<file path="config.mk">
export PLATFORM = sky130hd
export DESIGN_NAME = adder_share_ctrl
export DESIGN_NICKNAME = d
export VERILOG_FILES = /design/src/rtl/adder_share_pkg.sv /design/src/rtl/add8_core.sv /design/src/rtl/adder_share_ctrl.sv
export SDC_FILE = /design/constraint.sdc
export NUM_CORES = 1
export LEC_CHECK = 0
export CORE_ASPECT_RATIO = 1.4
export CORE_MARGIN = 5
export CORE_UTILIZATION = 48
export CTS_CLUSTER_DIAMETER = 120
export DETAILED_ROUTE_END_ITERATION = 6
export GPL_TIMING_DRIVEN = 0
export HOLD_SLACK_MARGIN = 0.03
export PLACE_DENSITY = 0.92
export SLEW_MARGIN = 20
export SYNTH_ARGS = -nofsm -noshare
export SYNTH_HDL_FRONTEND = slang
export SYNTH_HIERARCHICAL = 1
export SYNTH_SLANG_ARGS = --single-unit
</file>
<file path="constraint.sdc">
create_clock -name clk -period 15.3 [get_ports clk]
set_clock_uncertainty 0.1 [all_clocks]
set_input_delay 1.53 -clock clk [delete_from_list [all_inputs] [get_ports clk]]
set_output_delay 1.53 -clock clk [all_outputs]
set_load 0.02 [all_outputs]
</file>
<file path="src/rtl/adder_share_pkg.sv">
// rtl/adder_share_pkg.sv - shared types and constants for the shared adder controller
package adder_share_pkg;

  localparam int SLICE_W  = 8;
  localparam int RESULT_W = 16;

  typedef enum logic [1:0] {
    IDLE = 2'd0,
    LO   = 2'd1,
    HI   = 2'd2,
    DONE = 2'd3
  } state_t;

  typedef struct packed {
    logic [RESULT_W-1:0] a;
    logic [RESULT_W-1:0] b;
    logic                cin;
    logic                wide;
  } req_t;

endpackage

</file>
<file path="src/rtl/add8_core.sv">
// rtl/add8_core.sv - combinational 8-bit ripple-carry adder slice
module add8_core
  import adder_share_pkg::*;
(
  input  logic [SLICE_W-1:0] a,
  input  logic [SLICE_W-1:0] b,
  input  logic               cin,
  output logic [SLICE_W-1:0] s,
  output logic               cout
);

  logic c;

  always_comb begin
    c = cin;
    s = '0;
    for (int i = 0; i < SLICE_W; i++) begin
      s[i] = a[i] ^ b[i] ^ c;
      c    = (a[i] & b[i]) | (c & (a[i] ^ b[i]));
    end
    cout = c;
  end

endmodule

</file>
<file path="src/rtl/adder_share_ctrl.sv">
// rtl/adder_share_ctrl.sv - two-requester sequencer/arbiter over one 8-bit adder slice
// Build option: define ADDER_WIDE_OP_EN to honour the wide bit (16-bit adds in two passes).
module adder_share_ctrl
  import adder_share_pkg::*;
#(
  parameter int SLICE_W    = 8,
  parameter int FIXED_PRIO = 0
) (
  input  logic        clk,
  input  logic        rst,
  input  logic        req0_valid,
  output logic        req0_ready,
  input  logic [15:0] req0_a,
  input  logic [15:0] req0_b,
  input  logic        req0_cin,
  input  logic        req0_wide,
  input  logic        req1_valid,
  output logic        req1_ready,
  input  logic [15:0] req1_a,
  input  logic [15:0] req1_b,
  input  logic        req1_cin,
  input  logic        req1_wide,
  output logic        rsp_valid,
  input  logic        rsp_ready,
  output logic        rsp_id,
  output logic [15:0] rsp_sum,
  output logic        rsp_cout
);

`ifdef ADDER_WIDE_OP_EN
  localparam bit WIDE_EN = 1'b1;
`else
  localparam bit WIDE_EN = 1'b0;
`endif

  state_t             state, state_nx;
  req_t               req_q, sel_req;
  logic               id_q;
  logic               last_grant;
  logic               grant;
  logic               accept;
  logic               carry_q;
  logic               cout_q;
  logic [SLICE_W-1:0] sum_lo, sum_hi;
  logic [SLICE_W-1:0] op_a, op_b, slice_s;
  logic               op_c, slice_c;

  // Tie goes to whoever did not win last; a lone valid always wins.
  always_comb begin
    grant = req1_valid;
    if (req0_valid && req1_valid)
      grant = (FIXED_PRIO != 0) ? 1'b0 : ~last_grant;
  end

  assign accept     = (state == IDLE) && !rst && (req0_valid || req1_valid);
  assign req0_ready = accept && !grant;
  assign req1_ready = accept && grant;

  always_comb begin
    sel_req.a    = grant ? req1_a   : req0_a;
    sel_req.b    = grant ? req1_b   : req0_b;
    sel_req.cin  = grant ? req1_cin : req0_cin;
    sel_req.wide = WIDE_EN & (grant ? req1_wide : req0_wide);
  end

  // Low pass uses the captured carry-in; high pass chains the registered slice carry.
  always_comb begin
    op_a = req_q.a[SLICE_W-1:0];
    op_b = req_q.b[SLICE_W-1:0];
    op_c = req_q.cin;
    if (state == HI) begin
      op_a = req_q.a[RESULT_W-1:SLICE_W];
      op_b = req_q.b[RESULT_W-1:SLICE_W];
      op_c = carry_q;
    end
  end

  add8_core u_add8 (
    .a    (op_a),
    .b    (op_b),
    .cin  (op_c),
    .s    (slice_s),
    .cout (slice_c)
  );

  always_comb begin
    state_nx = state;
    case (state)
      IDLE:    if (accept) state_nx = LO;
      LO:      state_nx = req_q.wide ? HI : DONE;
      HI:      state_nx = DONE;
      DONE:    if (rsp_ready) state_nx = IDLE;
      default: state_nx = IDLE;
    endcase
  end

  always_ff @(posedge clk or posedge rst) begin
    if (rst) begin
      state      <= IDLE;
      last_grant <= 1'b1;
      req_q      <= '0;
      id_q       <= 1'b0;
      carry_q    <= 1'b0;
      cout_q     <= 1'b0;
      sum_lo     <= '0;
      sum_hi     <= '0;
    end else begin
      state <= state_nx;
      case (state)
        IDLE: begin
          if (accept) begin
            req_q      <= sel_req;
            id_q       <= grant;
            last_grant <= grant;
          end
        end
        LO: begin
          sum_lo  <= slice_s;
          carry_q <= slice_c;
          if (!req_q.wide) begin
            sum_hi <= '0;
            cout_q <= slice_c;
          end
        end
        HI: begin
          sum_hi <= slice_s;
          cout_q <= slice_c;
        end
        default: ;
      endcase
    end
  end

  assign rsp_valid = (state == DONE);
  assign rsp_sum   = {sum_hi, sum_lo};
  assign rsp_cout  = cout_q;
  assign rsp_id    = id_q;

endmodule

</file>
[Word level (Yosys, flattened, before mapping)]
Cells that the tools add are included.
Word-level totals
  latch bits: 0
  word-level logic and storage cells: 81
  RAM bits: 0
  ROM bits: 0
  memories: 0
  register bits after elaboration: 55
  output and inout bits: 21
Operators by class
  multiply operators: 0
  equality and inequality tests: 5
  reductions and logical operators: 13
  add/sub/neg operators: 0
  bitwise operators: 41
  divide/modulo/power cells: 0
  shift-type cells: 0
  order comparisons: 0
  muxes and demuxes: 12
Operators by type and width (count)
  16-bit 2-to-1 mux: 2
  1-bit bitwise AND: 16
  8-bit 2-to-1 mux: 2
  8-bit one-hot mux with 2 select lines: 1
  1-bit XOR: 16
  1-bit OR: 8
  2-bit one-hot mux with 3 select lines: 1
  1-bit logical AND: 5
  2-bit equality test (second input constant): 2
  1-bit 2-to-1 mux: 4
  2-bit 2-to-1 mux: 2
  2-bit AND reduction: 2
  2-bit by 1-bit equality test with 1-bit output (second input constant): 1
  1-bit logical NOT: 2
  2-bit logical NOT: 1
  2-bit by 1-bit != test with 1-bit output (second input constant): 1
  2-bit != test (second input constant): 1
  2-bit nonzero test: 1
  2-bit OR reduction: 1
  1-bit logical OR: 1
  1-bit inverter: 1

[Longest topological paths before layout]
Gate-level depths: netlist (run 1).
  word-level depth: 20
  mapped depth: 19

[Modules after synthesis]
Netlist (run 1), hierarchy kept.
Modules (own cells, without submodules)
  adder_share_ctrl: area an instance 2677.6 µm², cells an instance 216, sequential area each 1377.6 µm², instances 1
  add8_core: area an instance 197.7 µm², cells an instance 18, sequential area each 0.0 µm², instances 1

[Worst setup path before layout (run 1)]
Ideal clock, no wire load.
  path type: register -> register
  start point: register state[0]
  end point: register sum_hi[7]
  data arrival time: 4649 ps
  library setup time: 83 ps
  buffers on the path: 2
  path slack: 10468 ps
  period minus slack after synthesis: 4832 ps
  cell stages (with the launch flop): 20
  cell sequence: dfrtp_1 > inv_1 > ha_1 > clkbuf_1 > buf_2 > mux2_2 > fa_1 > inv_1 > fa_1 > inv_1 > fa_1 > fa_1 > fa_1 > fa_1 > fa_1 > inv_1 > fa_1 > inv_1 > nand3_1 > o21ai_0
On the way
  longest elaborated chain between the ends: 19
  elaborated cells on any way between the ends: 37
  those cells by class: eq/ne (2); mux (4); bitwise (30); reduce/logical (1)
Ends and longest elaborated chain
  start, declared: line adder_share_ctrl.sv:36  | state_t state, state_nx;
  start signal, assigned: line adder_share_ctrl.sv:108  | state <= state_nx;
  2-bit equality test *: line adder_share_ctrl.sv:71  | if (state == HI) begin
  8-bit 2-to-1 mux *: line adder_share_ctrl.sv:71
  via op_a[0]: line adder_share_ctrl.sv:45  | logic [SLICE_W-1:0] op_a, op_b, slice_s;
  1-bit XOR: line add8_core.sv:19  | c = (a[i] & b[i]) | (c & (a[i] ^ b[i]));
  1-bit bitwise AND: line add8_core.sv:19
  1-bit OR *: line add8_core.sv:19
  1-bit bitwise AND *: line add8_core.sv:19
  1-bit OR *: line add8_core.sv:19
  [... 5 more ...]
  1-bit OR *: line add8_core.sv:19
  1-bit bitwise AND *: line add8_core.sv:19
  1-bit OR *: line add8_core.sv:19
  1-bit bitwise AND *: line add8_core.sv:19
  1-bit OR *: line add8_core.sv:19
  1-bit XOR *: line add8_core.sv:18  | s[i] = a[i] ^ b[i] ^ c;
  via slice_s[7]: line adder_share_ctrl.sv:45
  8-bit one-hot mux with 2 select lines *: line adder_share_ctrl.sv:109  | case (state)
  end signal, assigned: line adder_share_ctrl.sv:126  | sum_hi <= slice_s;
  end, declared: line adder_share_ctrl.sv:44  | logic [SLICE_W-1:0] sum_lo, sum_hi;
Mark *: on every way through the listed nets, which the timed path passes. The rest lies on a longest branch.
A chain may end at the register's enable or synchronous reset.

[Worst setup path in the final report (run 1)]
Same ends and word-level chain as after synthesis.

==> reports/metrics.csv, run 1 <==
stage;metric;value;unit
floorplanning;Chip Width;75.4;um
run;max-cap violation count;0;
worst_setup_path;Crit Path Max Fanout;10;
synthesis;Synth Instances;234;
final_layout;Post-Layout Cell Count;404;
worst_setup_path;WP data required;15.43;ns
clock_network;Worst-path clk slew;0.10;ns
place;# port buffers;91;
timing;measured slew at the worst slew-check pin;0.758;ns
synthesis;sequential cell area fraction in the yosys report;47.9;%
clock_network;post-cts resize count;0;
grt;remaining global-route overflow;0;
pwr;Logic pwr share;53.6;%
synthesis;largest family of logic cells by synthesized area;compound AO/OA/AOI/OAI gates;
pwr;Lkg Pwr;1.75;nW
timing;fmax;186;MHz
floorplanning;# rows;33;
clock_network;Hold Buf Count CTS;0;
routing;final wirelength;7.35;mm
clock_network;CTS tree;yes;
floorplanning;Die Area;7660;sq um
worst_setup_path;CP Class;flip-flop to flip-flop;
place;DP Area;3900;sq um
worst_setup_path;Startpoint Class;flip-flop;
floorplanning;core area;5860;sq um
status;status;finished, final reports clean;
pwr;overall power;759;uW
synthesis;Post-Syn Area;2880;sq um
final_layout;Syn-to-layout area delta;39.7;%
routing;routed vias;2247;
worst_setup_path;crit path from;state[0];
place;Post-Place Cells;396;
final_layout;design area;4020;sq um
routing;post-route ant nets;0;
routing;initial drt markers;102;
grt;initial antenna violation count;0;
clock_network;Clock Latency Late Sink;0.31;ns
final_layout;commonest non-fill, non-tap cell in the layout;clkdlybuf4s50_1;
final_layout;Final nets;419;
timing;Slew Viols, Final;0;
synthesis;mux share of post-synthesis cell area;11.3;%
synthesis;number of synthesized register bits;55;
pwr;switching share of power;37.1;%
synthesis;adder and majority gate portion of the synthesized area;7.75;%
synthesis;yosys synthesis warning count;6;
timing;Setup TNS;0;ns
pwr;power share of the sequential group;33.3;%
floorplanning;Initial Util;49.0;%
timing;Final period util;35.1;%
final_layout;most frequent cells in the layout;clkdlybuf4s50_1 (91), dfrtp_1 (54), a221o_1 (33);
pwr;power per cell area;189;nW/um^2
timing;# setup viols final;0;
final_layout;Finished Core Util;68.5;%
grt;first-pass GRT wire length;12.1;mm
clock_network;CTS Sinks;55;
timing;final hold viol count;0;
synthesis;synth unique cells;24;
routing;wire length per cell;18.2;um
worst_setup_path;launching point of the worst reg2reg path;state[0];
final_layout;FILL cells;428;
hold_path;Worst Hold Class;flip-flop to flip-flop;
final_layout;sequential cell area;1380;sq um
grt;total track usage;20.8;%
grt;pin count of the biggest net entering global routing;35;
pwr;Worst VDD drop;0.000101;V
timing;Max-slew headroom;49.4;%
clock_network;H-tree level count;2;
routing;drc violations;0;
pwr;clock share of power;13.1;%
timing;final worst path period need;5.37;ns
synthesis;xor and xnor area share after synthesis;0;%
clock_network;Clock Path Buffers;2;
floorplanning;Die H;102;um
floorplanning;total I/O pin count;94;
synthesis;Syn Nets;320;
synthesis;Synth Area per Inst;12.3;sq um
routing;detailed-router iteration count before antenna repair;4;
synthesis;complex-gate fraction of the synthesized area;22.5;%
place;routability congestion estimate;0.779;
clock_network;clk root buf;clkbuf_8;
place;hpwl dp;5.88;mm
grt;number of global-route vias before repair;2418;
clock_network;Post-CTS Setup Bufs;0;
final_layout;ant diodes;0;
timing;RSZ-0062 raised after global routing;no;
worst_setup_path;arrival time worst endpoint;5.50;ns
hold_path;hold path start;rsp_id;
worst_setup_path;Worst Setup End Kind;flip-flop;
routing;via density per instance;5.56;
final_layout;share of cells above drive strength 1;15.9;%
pwr;P_sw;282;uW
pwr;Pint;477;uW
final_layout;multi-input logic area;1280;sq um
clock_network;Num CTS Buffers;5;
synthesis;Simple-Gate Fraction of Synth Area;3.13;%
## cell usage after synthesis, drive strengths merged
master	number	share of area (%)
mux2	28	11
buf	12	3.4
nand3	8	1.4
ha	5	2.2
a21oi	1	0.17
o21ai	8	1.4
or2	1	0.22
and3	2	0.61
nor2b	2	0.44
fa	8	5.6
inv	21	2.7
a21boi	33	8.6
a221o	33	11
o21bai	1	0.26
dfrtp	54	47
a21o	2	0.52
dfstp	1	0.91
nand2	2	0.26
mux2i	1	0.35
clkbuf	10	1.3
nand2b	1	0.22
## registers in the layout, summed over array words and instances (netlist names)
name and count:
rsp_id 1, req_q 33, rsp_cout 1, carry_q 1
state 2, sum_lo 8, last_grant 1, sum_hi 8
## final cells by class
cell class / instances / area share (%)
timing repair buffer: 92 / 23.4
clock inverter: 3 / 1.18
sequential: 55 / 34.3
clock buffer: 5 / 1.71
tap: 70 / 2.18
multi-input combinational: 136 / 32.0
inverter: 21 / 1.96
buffer: 22 / 3.36
## layer usage
metal	global-route usage [%]	part of all wire, %	up-vias
met4	8.34	3.3	0
met5	0	0	-
met3	2.78	5.0	17
li1	-	-	1051
met1	25.4	37	1108
met2	36.3	55	71
## kinds of logic after synthesis
kind of cell | count (synthesis)
adder cells (fa/ha/maj) | 13
multiplexers | 29
AND/OR/NAND/NOR | 16
AO/OA/AOI/OAI | 78
buffers and inverters | 43
flip-flops | 55
## metrics by stage
step / setup slack, ns / hold WS [ns]
after global routing: 9.71 / 0.426
final: 9.93 / 0.389
after detailed placement: 9.96 / 0.370
after floorplan: 10.47 / 0.375
after CTS: 9.92 / 0.394
after global placement: 10.11 / 0.362
## power by group through the flow
stage / clock network (mW) / registers (mW) / logic [mW]
after global routing: 0.109 / 0.260 / 0.445
after global placement: 0 / 0.250 / 0.386
after floorplan: 0 / 0.268 / 0.247
after CTS: 0.102 / 0.253 / 0.406
final: 0.0996 / 0.253 / 0.406
after detailed placement: 0 / 0.255 / 0.403
## critical path: stages, from the launching register on
cell and delay, ns:
dfrtp_1 0.45, inv_1 0.13, ha_1 0.15, clkbuf_1 0.34, buf_2 0.34, mux2_2 0.40, fa_1 0.41, inv_1 0.07
fa_1 0.16, inv_1 0.05, fa_1 0.38, fa_1 0.40, fa_1 0.41, fa_1 0.39, fa_1 0.38, inv_1 0.08
fa_1 0.41, inv_1 0.08, nand3_1 0.07, o21ai_0 0.10
## final timing paths
path | to | slack (ns) | cells after the start
worst max-delay path | sum_hi[7] | 9.93 | 19
worst min-delay path | rsp_id | 0.39 | 1
worst max register to register | sum_hi[7] | 9.93 | 19
worst min register to register | rsp_id | 0.39 | 1
max in group asynchronous | req_q[5] | 12.91 | 3
min in group asynchronous | sum_hi[4] | 1.62 | 2
Power figures use the tool's default switching activity.
==> inputs of run 2 (changes only) <==
--- a/config.mk
+++ b/config.mk
@@ -7,12 +7,12 @@
 export LEC_CHECK = 0
 export CORE_ASPECT_RATIO = 1.4
 export CORE_MARGIN = 5
-export CORE_UTILIZATION = 48
+export CORE_UTILIZATION = 42
 export CTS_CLUSTER_DIAMETER = 120
 export DETAILED_ROUTE_END_ITERATION = 6
 export GPL_TIMING_DRIVEN = 0
 export HOLD_SLACK_MARGIN = 0.03
-export PLACE_DENSITY = 0.92
+export PLACE_DENSITY = 0.86
 export SLEW_MARGIN = 20
 export SYNTH_ARGS = -nofsm -noshare
 export SYNTH_HDL_FRONTEND = slang
==> constraint.sdc (replaced) <==
create_clock -name clk -period 4.6 [get_ports clk]
set_clock_uncertainty 0.1 [all_clocks]
set_input_delay 0.46 -clock clk [delete_from_list [all_inputs] [get_ports clk]]
set_output_delay 0.46 -clock clk [all_outputs]
set_load 0.02 [all_outputs]
==> reports/metrics.csv, run 2 (synthesis gave the netlist of run 1 again) <==
stage;metric;value;unit;change
clock_network;Clock Path Buffers;2;;unchanged
pwr;power share of the sequential group;31.1;%;-2.2 points
timing;measured slew at the worst slew-check pin;0.580;ns;-0.178 ns
final_layout;commonest non-fill, non-tap cell in the layout;clkdlybuf4s50_1;;
timing;Slew Viols, Final;0;;unchanged
worst_setup_path;Crit Path Max Fanout;5;;-5
timing;fmax;225;MHz;+21%
pwr;Lkg Pwr;1.78;nW;+1.9%
pwr;P_sw;964;uW;+240%
final_layout;Largest regs;req_q x33, sum_hi x8, sum_lo x8;;
hold_path;Worst Hold Class;flip-flop to flip-flop;;
pwr;Worst VDD drop;0.000289;V;+190%
run;max-cap violation count;0;;unchanged
place;hpwl dp;5.79;mm;-1.5%
timing;final worst path period need;4.45;ns;-0.918 ns
routing;wire length per cell;17.3;um;-5.0%
worst_setup_path;worst reg2reg setup slack;0.15;ns;-9.78 ns
floorplanning;total I/O pin count;94;;unchanged
worst_setup_path;WP data required;4.74;ns;-10.69 ns
clock_network;clk root buf;clkbuf_8;;
worst_setup_path;reg2reg end;sum_hi[7];;
timing;# setup viols final;0;;unchanged
final_layout;design area;4160;sq um;+3.6%
timing;Max-slew headroom;61.3;%;+12 points
pwr;Logic pwr share;54.8;%;+1.2 points
clock_network;H-tree level count;2;;unchanged
grt;pin count of the biggest net entering global routing;30;;-14%
floorplanning;core area;6610;sq um;+13%
worst_setup_path;launching point of the worst reg2reg path;state[1];;
place;Post-Place Cells;418;;+5.6%
final_layout;Final nets;425;;+1.4%
routing;drc violations;0;;unchanged
final_layout;max reg flops;33;;unchanged
routing;post-route ant nets;0;;unchanged
final_layout;share of cells above drive strength 1;21.2;%;+5.3 points
routing;routed vias;2248;;+0.045%
final_layout;Post-Layout Cell Count;432;;+6.9%
pwr;switching share of power;36.0;%;-1.1 points
final_layout;largest reg by FF count;req_q;;
pwr;power per cell area;644;nW/um^2;+240%
pwr;Pint;1.71;mW;+260%
routing;final wirelength;7.47;mm;+1.6%
grt;remaining global-route overflow;0;;unchanged
clock_network;Num CTS Buffers;5;;unchanged
routing;via density per instance;5.20;;-6.4%
grt;number of global-route vias before repair;2506;;+3.6%
grt;initial antenna violation count;0;;unchanged
status;status;finished, final reports clean;;
grt;first-pass GRT wire length;12.0;mm;-1.1%
routing;initial drt markers;125;;+23%
final_layout;ant diodes;0;;unchanged
timing;Final period util;96.7;%;+62 points
worst_setup_path;Startpoint Class;flip-flop;;
timing;RSZ-0062 raised after global routing;no;;
floorplanning;Initial Util;43.5;%;-5.6 points
clock_network;CTS Sinks;55;;unchanged
worst_setup_path;Worst Setup End Kind;flip-flop;;
worst_setup_path;crit path from;state[1];;
final_layout;Syn-to-layout area delta;44.7;%;
worst_setup_path;arrival time worst endpoint;4.59;ns;-0.91 ns
timing;final hold viol count;0;;unchanged
clock_network;CTS tree;yes;;
worst_setup_path;cell count of the worst reg-to-reg path;18;;-1
pwr;clock share of power;14.1;%;+1.0 points
place;DP Area;3940;sq um;+0.99%
floorplanning;Chip Width;79.9;um;+6.0%
worst_setup_path;CP Class;flip-flop to flip-flop;;
grt;total track usage;18.2;%;-2.6 points
routing;detailed-router iteration count before antenna repair;4;;unchanged
floorplanning;Die H;108;um;+6.2%
worst_setup_path;worst setup path end;sum_hi[7];;
clock_network;Clock Latency Late Sink;0.31;ns;about the same
clock_network;Worst-path clk slew;0.10;ns;about the same
floorplanning;# rows;35;;+6.1%
place;# port buffers;91;;unchanged
floorplanning;Die Area;8620;sq um;+13%
place;routability congestion estimate;0.770;;-1.1%
final_layout;most frequent cells in the layout;clkdlybuf4s50_1 (91), dfrtp_1 (54), a221o_1 (33);;
==> run 2: worst min path at each step <==
stage	cells past startpoint	endpoint	start
after floorplan	1	carry_q	carry_q
after global placement	1	rsp_id	rsp_id
after detailed placement	1	rsp_id	rsp_id
after CTS	1	rsp_id	rsp_id
after global routing	1	rsp_id	rsp_id
final	1	rsp_id	rsp_id
==> run 2: power by group through the flow <==
stage / Clock [mW] / Combinational (mW) / Sequential [mW]
floorplan: 0 / 0.837 / 0.892
detailed placement: 0 / 1.37 / 0.845
global route: 0.399 / 1.61 / 0.862
CTS: 0.384 / 1.47 / 0.833
global placement: 0 / 1.31 / 0.833
finish: 0.379 / 1.47 / 0.833
==> run 2: final cells by class <==
class / count / area, sq um
timing repair buffer: 98 / 976
inverter: 21 / 78.8
fill: 509 / 2450
multi-input combinational: 136 / 1320
tap: 92 / 115
clock inverter: 3 / 67.6
sequential: 55 / 1380
buffer: 22 / 155
clock buffer: 5 / 68.8
==> run 2: through the flow <==
stage | TNS, ns | hold slack (ns) | total power, mW | util, % | setup slack (ns)
floorplan | 0 | 0.375 | 1.73 | - | 0.0369
CTS | -0.00754 | 0.395 | 2.69 | 62.8 | -0.00754
global route | 0 | 0.427 | 2.87 | 62.9 | 0.00464
detailed placement | -0.732 | 0.373 | 2.21 | 59.6 | -0.269
finish | 0 | 0.391 | 2.68 | 62.9 | 0.150
global placement | -0.491 | 0.366 | 2.14 | 59.3 | -0.203
==> run 2: per-layer routing <==
metal	up-vias	GRT usage, %	wire (um)	share of wire (%)
li1	1063	-	-	-
met2	81	33.2	4100	55
met1	1090	20.8	2800	37
met3	14	3.02	377	5.0
met4	0	7.49	199	2.7
met5	-	0	0	0
==> run 2: timing repair <==
action | CTS | global route
pin swaps | 9 | 6
hold buffers | 0 | 0
buffers inserted | 5 | 1
setup endpoints to repair | 4 | 4
resized for setup | 15 | 0
gates cloned | 0 | 0
==> run 2: critical path, stage by stage (launching register included) <==
cell and delay [ns]:
dfrtp_1 0.42, ha_4 0.17, clkbuf_8 0.15, buf_8 0.12
mux2_4 0.31, fa_2 0.34, inv_2 0.07, fa_2 0.19
inv_2 0.04, fa_2 0.33, fa_2 0.34, fa_2 0.36
fa_2 0.35, fa_2 0.35, inv_2 0.06, fa_1 0.42
inv_1 0.09, nand3_1 0.08, o21ai_1 0.09
==> inputs of run 3 (changes only) <==
--- a/config.mk
+++ b/config.mk
@@ -7,14 +7,13 @@
 export LEC_CHECK = 0
 export CORE_ASPECT_RATIO = 1.4
 export CORE_MARGIN = 5
-export CORE_UTILIZATION = 42
+export CORE_UTILIZATION = 41
 export CTS_CLUSTER_DIAMETER = 120
 export DETAILED_ROUTE_END_ITERATION = 6
 export GPL_TIMING_DRIVEN = 0
 export HOLD_SLACK_MARGIN = 0.03
-export PLACE_DENSITY = 0.86
+export PLACE_DENSITY = 0.85
 export SLEW_MARGIN = 20
 export SYNTH_ARGS = -nofsm -noshare
 export SYNTH_HDL_FRONTEND = slang
-export SYNTH_HIERARCHICAL = 1
 export SYNTH_SLANG_ARGS = --single-unit
==> reports/metrics.csv, run 3 <==
stage;metric;value;unit;change
status;status;finished, final reports clean;;
floorplanning;Die H;108;um;+0.30%
pwr;Lkg Pwr;1.70;nW;-4.7%
worst_setup_path;Crit Path Max Fanout;10;;+5
routing;drc violations;0;;unchanged
floorplanning;# rows;35;;unchanged
synthesis;Post-synth EDFFs;0;;unchanged
synthesis;sequential cell area fraction in the yosys report;48.8;%;+0.85 points
synthesis;Post-synth ARST share;100;%;unchanged
floorplanning;Chip Width;80.2;um;+0.29%
floorplanning;total I/O pin count;94;;unchanged
routing;initial drt markers;86;;-31%
place;routability congestion estimate;0.793;;+2.9%
worst_setup_path;Startpoint Class;flip-flop;;
worst_setup_path;most frequent CP cell;fa_1;;
worst_setup_path;Worst Setup End Kind;flip-flop;;
clock_network;Worst-path clk slew;0.10;ns;about the same
synthesis;most frequent cell after synthesis;dfrtp_1;;
clock_network;Hold Buf Count CTS;0;;unchanged
final_layout;most frequent cells in the layout;clkdlybuf4s50_1 (91), dfrtp_1 (54), a221o_1 (33);;
place;hpwl dp;5.69;mm;-1.8%
final_layout;Final nets;413;;-2.8%
final_layout;Largest regs;req_q x33, sum_hi x8, sum_lo x8;;
grt;first-pass GRT wire length;11.8;mm;-1.3%
routing;via density per instance;5.34;;+2.6%
clock_network;CTS tree;yes;;
synthesis;top post-synthesis cells by area;dfrtp_1 (48%), a221o_1 (12%), a21boi_0 (8.5%);;
timing;# setup viols final;0;;unchanged
clock_network;Num CTS Buffers;5;;unchanged
routing;wire length per cell;17.3;um;-0.17%
timing;final worst path period need;4.35;ns;-0.103 ns
final_layout;ant diodes;0;;unchanged
run;max-cap violation count;0;;unchanged
routing;final wirelength;7.25;mm;-2.9%
pwr;overall power;2.54;mW;-5.2%
grt;number of global-route vias before repair;2405;;-4.0%
worst_setup_path;CP Class;flip-flop to flip-flop;;
synthesis;post-synth top area cell;dfrtp_1;;
synthesis;Syn Nets;316;;-1.3%
synthesis;top_reg_cell synth;dfrtp_1;;
final_layout;largest reg by FF count;req_q;;
pwr;Logic pwr share;52.2;%;-2.6 points
floorplanning;Die Area;8670;sq um;+0.59%
synthesis;synth unique cells;27;;+13%
pwr;P_sw;920;uW;-4.6%
hold_path;Worst Hold Class;flip-flop to flip-flop;;
worst_setup_path;crit-path max cell delay;0.45;ns;+0.03 ns
synthesis;Synth Area per Inst;12.3;sq um;about the same
routing;routed vias;2242;;-0.27%
clock_network;clk root buf;clkbuf_8;;
pwr;Pint;1.62;mW;-5.5%
final_layout;Finished Core Util;60.3;%;-2.7 points
final_layout;commonest non-fill, non-tap cell in the layout;clkdlybuf4s50_1;;
synthesis;synth cell count leaders;dfrtp_1 (54), a221o_1 (33), a21boi_0 (32);;
final_layout;Post-Layout Cell Count;420;;-2.8%
pwr;switching share of power;36.2;%;+0.22 points
clock_network;Clock Path Buffers;2;;unchanged
place;# port buffers;91;;unchanged
routing;detailed-router iteration count before antenna repair;4;;unchanged
routing;post-route ant nets;0;;unchanged
pwr;clock share of power;14.8;%;+0.7 points
clock_network;Clock Latency Late Sink;0.32;ns;about the same
grt;initial antenna violation count;0;;unchanged
clock_network;CTS Sinks;55;;unchanged
timing;Max-slew headroom;55.3;%;-6.0 points
timing;Final period util;94.5;%;-2.2 points
synthesis;Post-Syn Area;2830;sq um;-1.7%
worst_setup_path;WP data required;4.72;ns;-0.02 ns
worst_setup_path;arrival time worst endpoint;4.46;ns;-0.13 ns
synthesis;Synth Instances;230;;-1.7%
clock_network;H-tree level count;2;;unchanged
grt;remaining global-route overflow;0;;unchanged
timing;RSZ-0062 raised after global routing;no;;
worst_setup_path;Crit-path slowest cell;fa_1;;
pwr;power per cell area;633;nW/um^2;-1.6%
grt;pin count of the biggest net entering global routing;56;;+87%
floorplanning;core area;6660;sq um;+0.66%
pwr;Worst VDD drop;0.000392;V;+36%
pwr;power share of the sequential group;32.9;%;+1.8 points
timing;Slew Viols, Final;0;;unchanged
timing;measured slew at the worst slew-check pin;0.670;ns;+0.0904 ns
timing;fmax;230;MHz;+2.4%
synthesis;number of synthesized register bits;55;;unchanged
final_layout;Syn-to-layout area delta;42.0;%;
floorplanning;Initial Util;42.4;%;-1.0 points
grt;total track usage;17.6;%;-0.68 points
final_layout;max reg flops;33;;unchanged
synthesis;yosys synthesis warning count;0;;-6
worst_setup_path;crit-path cells;inv_1, ha_4, clkbuf_8, mux2i_1, fa_1, fa_1, inv_1, fa_1, fa_1, inv_1, fa_1, inv_1, fa_1, inv_1, fa_1, inv_1, fa_1, mux2_2;;
timing;final hold viol count;0;;unchanged
place;Post-Place Cells;413;;-1.2%
final_layout;share of cells above drive strength 1;11.9;%;-9.3 points
synthesis;Synth top area share;47.8;%;+0.83 points
## run 3: cell count changes after synthesis, sizes merged
cell,before,now
nor2,0,4
buf,12,11
o22ai,0,3
nand3b,0,1
nand2,2,3
mux2,28,15
o21ai,8,5
inv,21,16
mux2i,1,10
nand3,8,4
a21oi,1,5
## run 3: final timing paths
path | startpoint | end | slack [ns] | cells past startpoint
max reg2reg | state[0] | sum_lo[7] | 0.25 | 18
min in group asynchronous | rst | req_q[24] | 0.54 | 2
min | rsp_id | rsp_id | 0.40 | 1
max in group asynchronous | rst | req_q[12] | 3.39 | 2
max | state[0] | sum_lo[7] | 0.25 | 18
min reg2reg | rsp_id | rsp_id | 0.40 | 1
## run 3: worst max-delay path: cells and delay by family (launching register included)
kind | cells | cell delay [ns]
flip-flops | 1 | 0.43
buffers and inverters | 7 | 0.67
adder cells (fa/ha/maj) | 9 | 2.67
multiplexers | 2 | 0.39
## run 3: through the flow
| step | instance area [sq um] | setup WS, ns | hold slack [ns] | TNS, ns |
|---|---|---|---|---|
| final | 4010 | 0.253 | 0.398 | 0 |
| after floorplan | 2830 | 0.133 | 0.380 | 0 |
| after detailed placement | 3850 | -0.322 | 0.377 | -0.877 |
| after CTS | 4000 | 0.105 | 0.404 | 0 |
| after global routing | 4010 | 0.0131 | 0.436 | 0 |
| after global placement | 3850 | -0.230 | 0.374 | -0.420 |
## run 3: routing by layer
metal | wire (um) | vias up | GRT usage (%)
met2 | 3690 | 76 | 30.2
met1 | 2940 | 1111 | 21.6
met4 | 136 | 0 | 5.19
met3 | 491 | 13 | 4.42
li1 | - | 1042 | -
met5 | 0 | - | 0
## run 3: logic make-up after synthesis
group | Yosys count | synth area share (%)
mux | 25 | 9.52
flops | 55 | 48.8
compound gates | 82 | 23.7
simple gates | 18 | 3.41
buf+inv | 37 | 6.73
fa+ha+maj | 13 | 7.88
## run 3: final cells by class
type                    count  area, sq um
fillers                   569         2650
flip-flops and latches     55         1380
multi-input cells         138         1270
repair buffers             91          911
plain buffers              20          143
well taps                  92          115
clock buffers               6         72.6
inverters                  16         62.6
clock inverters             2         60.1
## run 3: power by group through the flow
stage	Clock [mW]	Sequential, mW	Combinational [mW]
2_1_floorplan	0	0.894	0.791
3_3_place_gp	0	0.835	1.27
3_5_place_dp	0	0.844	1.31
4_1_cts	0.381	0.836	1.33
5_1_grt	0.394	0.866	1.47
6_report	0.377	0.837	1.33
## run 3: what timing repair did
| action | in CTS | in global routing |
|---|---|---|
| resized for setup | 5 | 2 |
| endpoints found under the setup margin | 4 | 4 |
| gates cloned | 0 | 0 |
| setup buffers | 0 | 0 |
==> RTL edit 1, RTL diff (settings of run 2) <==
The 4 states of `state_t` get a one-hot encoding in 4 bits.
--- a/src/rtl/adder_share_pkg.sv
+++ b/src/rtl/adder_share_pkg.sv
@@ -4,11 +4,11 @@
   localparam int SLICE_W  = 8;
   localparam int RESULT_W = 16;
 
-  typedef enum logic [1:0] {
-    IDLE = 2'd0,
-    LO   = 2'd1,
-    HI   = 2'd2,
-    DONE = 2'd3
+  typedef enum logic [3:0] {
+    IDLE = 4'b0001,
+    LO   = 4'b0010,
+    HI   = 4'b0100,
+    DONE = 4'b1000
   } state_t;
 
   typedef struct packed {
Check against the original RTL: no difference found for any inputs over 10 cycles, from zero or initial values and one cycle with rst high; not proved beyond that.
==> RTL edit 1 against run 2 <==
Power is 49% lower. Sequential power is 40% lower. Sequential cell count is 24 lower. Wire length is 50% lower. Die area is 40% lower. Via count is 46% lower. First-iteration DRC count is 77% lower. Design area is 44% lower. Critical path type unchanged. Largest power group unchanged. Setup slack better by 590 ps. Area after synthesis is 44% lower.
==> RTL edit 1: results (changes against run 2) <==
stage	metric	value	unit	change
critical_path	reg2reg setup slack	740	ps	+590 ps
clocking	Clock Pin Slew Worst Setup and Hold Paths	70	ps	-30 ps
global_route	total track usage	0.154		-0.0284
routing	Pre-antenna DRT Iters	4		unchanged
final_layout	biggest registers after layout	req_q (17), sum_lo (8), state (3)		
critical_path	critical path arrival	3990	ps	-600 ps
power	VDD IR max	0.383	mV	+33%
global_route	largest net degree at the start of global routing	32		+6.7%
global_route	initial antenna violation count	0		unchanged
placement	Post-Place Cells	228		-45%
synthesis	count of cell types in the netlist	27		+13%
clocking	TritonCTS buffer count	5		unchanged
power	leak pwr	0.000969	uW	-46%
placement	Placer Congestion	0.752		-2.3%
global_route	first-pass GRT wire length	6470	um	-46%
placement	Port Buffers	51		-44%
critical_path	Crit Path Max Fanout	2		-3
critical_path	Worst setup startpoint	req_q[18]		
synthesis	Synth top cells by count	dfrtp_1, a2bb2oi_1, o32ai_1		
critical_path	Reg2Reg Launch Point	req_q[18]		
synthesis	EDFF count, synth	0		unchanged
worst_hold_path	hold crit path type	flip-flop to flip-flop		
final_layout	Antenna diodes	0		unchanged
global_route	M2 GR Usage	0.266		-0.0663
clocking	CTS Buffer Depth	2		unchanged
clocking	Clock Latency Late Sink	280	ps	-30 ps
routing	Starting DRT DRC Count	29		-77%
critical_path	max incr delay on CP	430	ps	
placement	detailed placer's ending HPWL	2900	um	-50%
final_layout	Fillers	270		-47%
status	status	completed		
critical_path	Worst Path Class, Setup	flip-flop to flip-flop		
final_layout	post-route insts no fill	236		-45%
synthesis	Syn Inst Count	128		-45%
synthesis	number of synthesis warnings	6		unchanged
critical_path	CP delay by family, top	adder cells		
global_route	vias in the first global route	1319		-47%
synthesis	Area contributors post-synth	dfrtp_1, fa_1, a2bb2oi_1, o32ai_1, mux2_2		
global_route	met1 usage	0.183		-0.0242
synthesis	sequential share of the synthesized area	0.485		+0.00569
clocking	cts repair resizes	0		-15
clocking	H-tree depth reported by CTS	2		unchanged
routing	wire per inst	15.8	um	-8.4%
final_layout	Nets	274		-36%
critical_path	Slowest cell on crit path	fa_1		
synthesis	Async SR Flop Fraction	1.00		unchanged
placement	Setup WS pre-CTS	733	ps	+1000 ps
sta	Slew @ Worst Pin	620	ps	+40.0 ps
global_route	GR Util met3	0.0432		+0.0131
final_layout	share of cells above drive strength 1	0.196		-0.0159
critical_path	Setup crit end	sum_lo[7]		
clocking	root buffer cell	clkbuf_8		
worst_hold_path	Hold Startpoint	sum_lo[5]		
sta	Tmin final	3860	ps	-589 ps
clocking	postcts setup bufs	0		-5
routing	vias	1208		-46%
synthesis	Top FF cell, synth	dfrtp_1		
-- RTL edit 1: cell types whose count changed after synthesis, moves of 17 or more --
cell | run 2 | this run
a21boi_0 | 32 | 0
dfrtp_1 | 54 | 29
a2bb2oi_1 | 0 | 17
a221o_1 | 33 | 0
o32ai_1 | 0 | 17
mux2_2 | 28 | 9
-- RTL edit 1: cells by family (layout without fill, tap and decap cells) --
kind of cell,after synthesis,count (layout),share of synthesized area
flops,31,31,0.485
buf+inv,30,89,0.0990
compound gates,39,39,0.210
fa+ha+maj,8,8,0.0998
mux,9,9,0.0631
simple gates,10,10,0.0405
other cells,1,8,0.00234
-- RTL edit 1: final cells by class --
cell class                 instances  area share
timing repair buffer              51       0.221
clock inverter                     2      0.0152
clock buffer                       6      0.0357
sequential                        31       0.337
inverter                          13      0.0211
tap                               42      0.0227
buffer                            17      0.0476
multi-input combinational         74       0.300
-- RTL edit 1: where the power goes --
part / switching (uW) / internal, uW / total [uW]
clock: 98.9 / 175 / 274
sequential: 92.0 / 405 / 497
combinational: 270 / 316 / 585
total: 461 / 896 / 1360
-- RTL edit 1: metrics by stage --
step	instance area, um^2	utilization	total power (uW)
after detailed placement	2190	0.597	1090
after floorplan	1630	-	860
after global placement	2190	0.597	1060
final	2310	0.629	1360
after CTS	2310	0.629	1370
after global routing	2310	0.629	1470
-- RTL edit 1: layer usage --
metal / part of all wire / wire length (um) / vias to the layer above
met2: 0.52 / 1950 / 42
li1: - / - / 585
met3: 0.067 / 251 / 4
met1: 0.40 / 1490 / 577
met4: 0.011 / 42 / 0
met5: 0 / 0 / -
-- RTL edit 1: worst min path at each step --
stage	end	slack [ps]	cells past startpoint
floorplan	req_q[3]	400	1
global route	sum_lo[5]	420	1
CTS	sum_lo[5]	410	1
global placement	rsp_id	380	1
detailed placement	sum_lo[5]	400	1
finish	sum_lo[5]	410	1
==> RTL edit 2, RTL diff (config.mk and constraints of run 2) <==
Without the edit above. Add a define of `ADDER_WIDE_OP_EN`.
--- a/src/rtl/adder_share_ctrl.sv
+++ b/src/rtl/adder_share_ctrl.sv
@@ -1,5 +1,7 @@
 // rtl/adder_share_ctrl.sv - two-requester sequencer/arbiter over one 8-bit adder slice
 // Build option: define ADDER_WIDE_OP_EN to honour the wide bit (16-bit adds in two passes).
+`define ADDER_WIDE_OP_EN
+
 module adder_share_ctrl
   import adder_share_pkg::*;
 #(
Function: changed (Yosys sat finds a counterexample within 4 cycles, from zero or initial values and one cycle with rst high).
==> RTL edit 2 against run 2 <==
Setup slack got worse by 110 ps. Wire length rose by 1.7%. Worst hold slack got worse by 3.1 ps. Design area rose by 1.2%. Final cell count rose by 2.5%. Sequential cell count rose by 1. Power fell by 1.5%. Area after synthesis rose by 3.2%. Critical path type unchanged. Highest routed layer unchanged.
==> RTL edit 2: results (changes against run 2) <==
stage	metric	value	unit	change
status	status	completed		
critical_path	Reg2Reg Launch Point	state[0]		
critical_path	reg2reg setup slack	40	ps	-110 ps
global_route	total track usage	0.179		-0.00333
final_layout	share of cells above drive strength 1	0.210		-0.00199
synthesis	Synth top cells by count	dfrtp_1, a21boi_0, a221o_1		
worst_hold_path	hold crit path type	flip-flop to flip-flop		
global_route	first-pass GRT wire length	11900	um	-0.23%
routing	Pre-antenna DRT Iters	4		unchanged
final_layout	Nets	432		+1.6%
clocking	TritonCTS buffer count	5		unchanged
routing	Starting DRT DRC Count	128		+2.4%
synthesis	number of synthesis warnings	6		unchanged
worst_hold_path	hold path depth	1		unchanged
synthesis	count of cell types in the netlist	28		+17%
routing	post-route ant nets	0		unchanged
clocking	H-tree depth reported by CTS	2		unchanged
critical_path	critical path arrival	4710	ps	+120 ps
critical_path	R2R depth	19		+1
final_layout	Fillers	607		+19%
synthesis	Area contributors post-synth	dfrtp_1, a221o_1, mux2_2, a21boi_0, fa_1		
global_route	largest net degree at the start of global routing	57		+90%
final_layout	Antenna diodes	0		unchanged
synthesis	top cell type's share of synthesized area	0.464		-0.00603
sta	Final Hold Slack	388	ps	-3.15 ps
power	leak pwr	0.00181	uW	+1.7%
routing	vias	2330		+3.6%
synthesis	EDFF count, synth	0		unchanged
clocking	CTS Buffer Depth	2		unchanged
global_route	vias in the first global route	2473		-1.3%
critical_path	r2r endpoint	sum_hi[7]		
synthesis	post-synth top area cell	dfrtp_1		
synthesis	syn_nets	326		+1.9%
final_layout	biggest registers after layout	req_q (34), sum_hi (8), sum_lo (8)		
synthesis	Async SR Flop Fraction	1.00		unchanged
placement	Post-DP Area	0.00403	mm^2	+2.3%
synthesis	sequential share of the synthesized area	0.473		-0.00632
global_route	initial antenna violation count	0		unchanged
power	VDD IR max	0.317	mV	+9.8%
placement	Port Buffers	93		+2.2%
critical_path	Crit Path Max Fanout	6		+1
routing	wire per inst	17.2	um	-0.80%
placement	Placer Congestion	0.802		+4.1%
worst_hold_path	Hold EP	rsp_id		
clocking	Clock Latency Late Sink	320	ps	
sta	Slew @ Worst Pin	684	ps	+104 ps
worst_hold_path	Hold Startpoint	rsp_id		
placement	detailed placer's ending HPWL	5900	um	+1.9%
==> RTL edit 2: kinds of logic after synthesis <==
kind of cell,synth area share
flip-flops,0.473
AO/OA/AOI/OAI,0.217
adder cells (fa/ha/maj),0.0709
buffers and inverters,0.0704
multiplexers,0.133
AND/OR/NAND/NOR,0.0354
==> RTL edit 2: final cells by class <==
cell class              instances  area (um^2)  share of cell area
clock inverters                 3         18.8             0.00446
well taps                      95          119              0.0282
plain buffers                  21          143              0.0339
flip-flops and latches         56         1400               0.333
multi-input cells             142         1400               0.332
repair buffers                 99          976               0.232
inverters                      22         85.1              0.0202
clock buffers                   5         68.8              0.0163
==> RTL edit 2: worst max-delay path by stage <==
stage               startpoint  cells past startpoint        end  slack (ps)
floorplan             state[0]                     19  sum_hi[7]           6
global placement      state[0]                     19  sum_hi[7]        -260
detailed placement    state[0]                     19  sum_hi[7]        -310
CTS                   state[0]                     19  sum_hi[7]           9
global route          state[0]                     19  sum_hi[7]        -120
finish                state[0]                     19  sum_hi[7]          40
==> RTL edit 2: worst max-delay path, cell delays in order, from the launching register on <==
cell	delay, ps
dfrtp_1	420
inv_2	100
ha_4	130
buf_6	120
buf_8	100
mux2_4	290
fa_2	330
inv_2	60
fa_2	180
inv_2	40
fa_2	360
fa_2	380
fa_2	390
fa_2	370
fa_2	360
inv_2	70
fa_1	430
inv_2	80
nand2_1	50
mux2i_1	150
==> RTL edit 2: stage by stage <==
stage / cells / total power, uW / setup WS, ps
floorplan: 241 / 1790 / 5.59
CTS: 441 / 2580 / 8.88
detailed placement: 429 / 2260 / -314
global route: 443 / 2830 / -123
finish: 443 / 2640 / 42.1
global placement: 429 / 2210 / -261
==> RTL edit 2: power breakdown <==
group / internal, uW / switching, uW
Combinational: 839 / 693
Sequential: 712 / 127
Clock: 107 / 161
==> RTL edit 2: repair_timing <==
| item | 4_1_cts | 5_1_grt |
|---|---|---|
| hold buffers | 0 | 0 |
| resized for setup | 6 | 13 |
| setup buffers | 4 | 2 |
| endpoints found under the setup margin | 4 | 2 |
| pin swaps | 0 | 7 |
==> RTL edit 2: per-layer routing <==
| layer | GRT usage | wire length [um] | part of all wire |
|---|---|---|---|
| met1 | 0.201 | 2930 | 0.39 |
| met2 | 0.325 | 4140 | 0.54 |
| met3 | 0.0287 | 328 | 0.043 |
| met4 | 0.0845 | 206 | 0.027 |
| met5 | 0 | 0 | 0 |
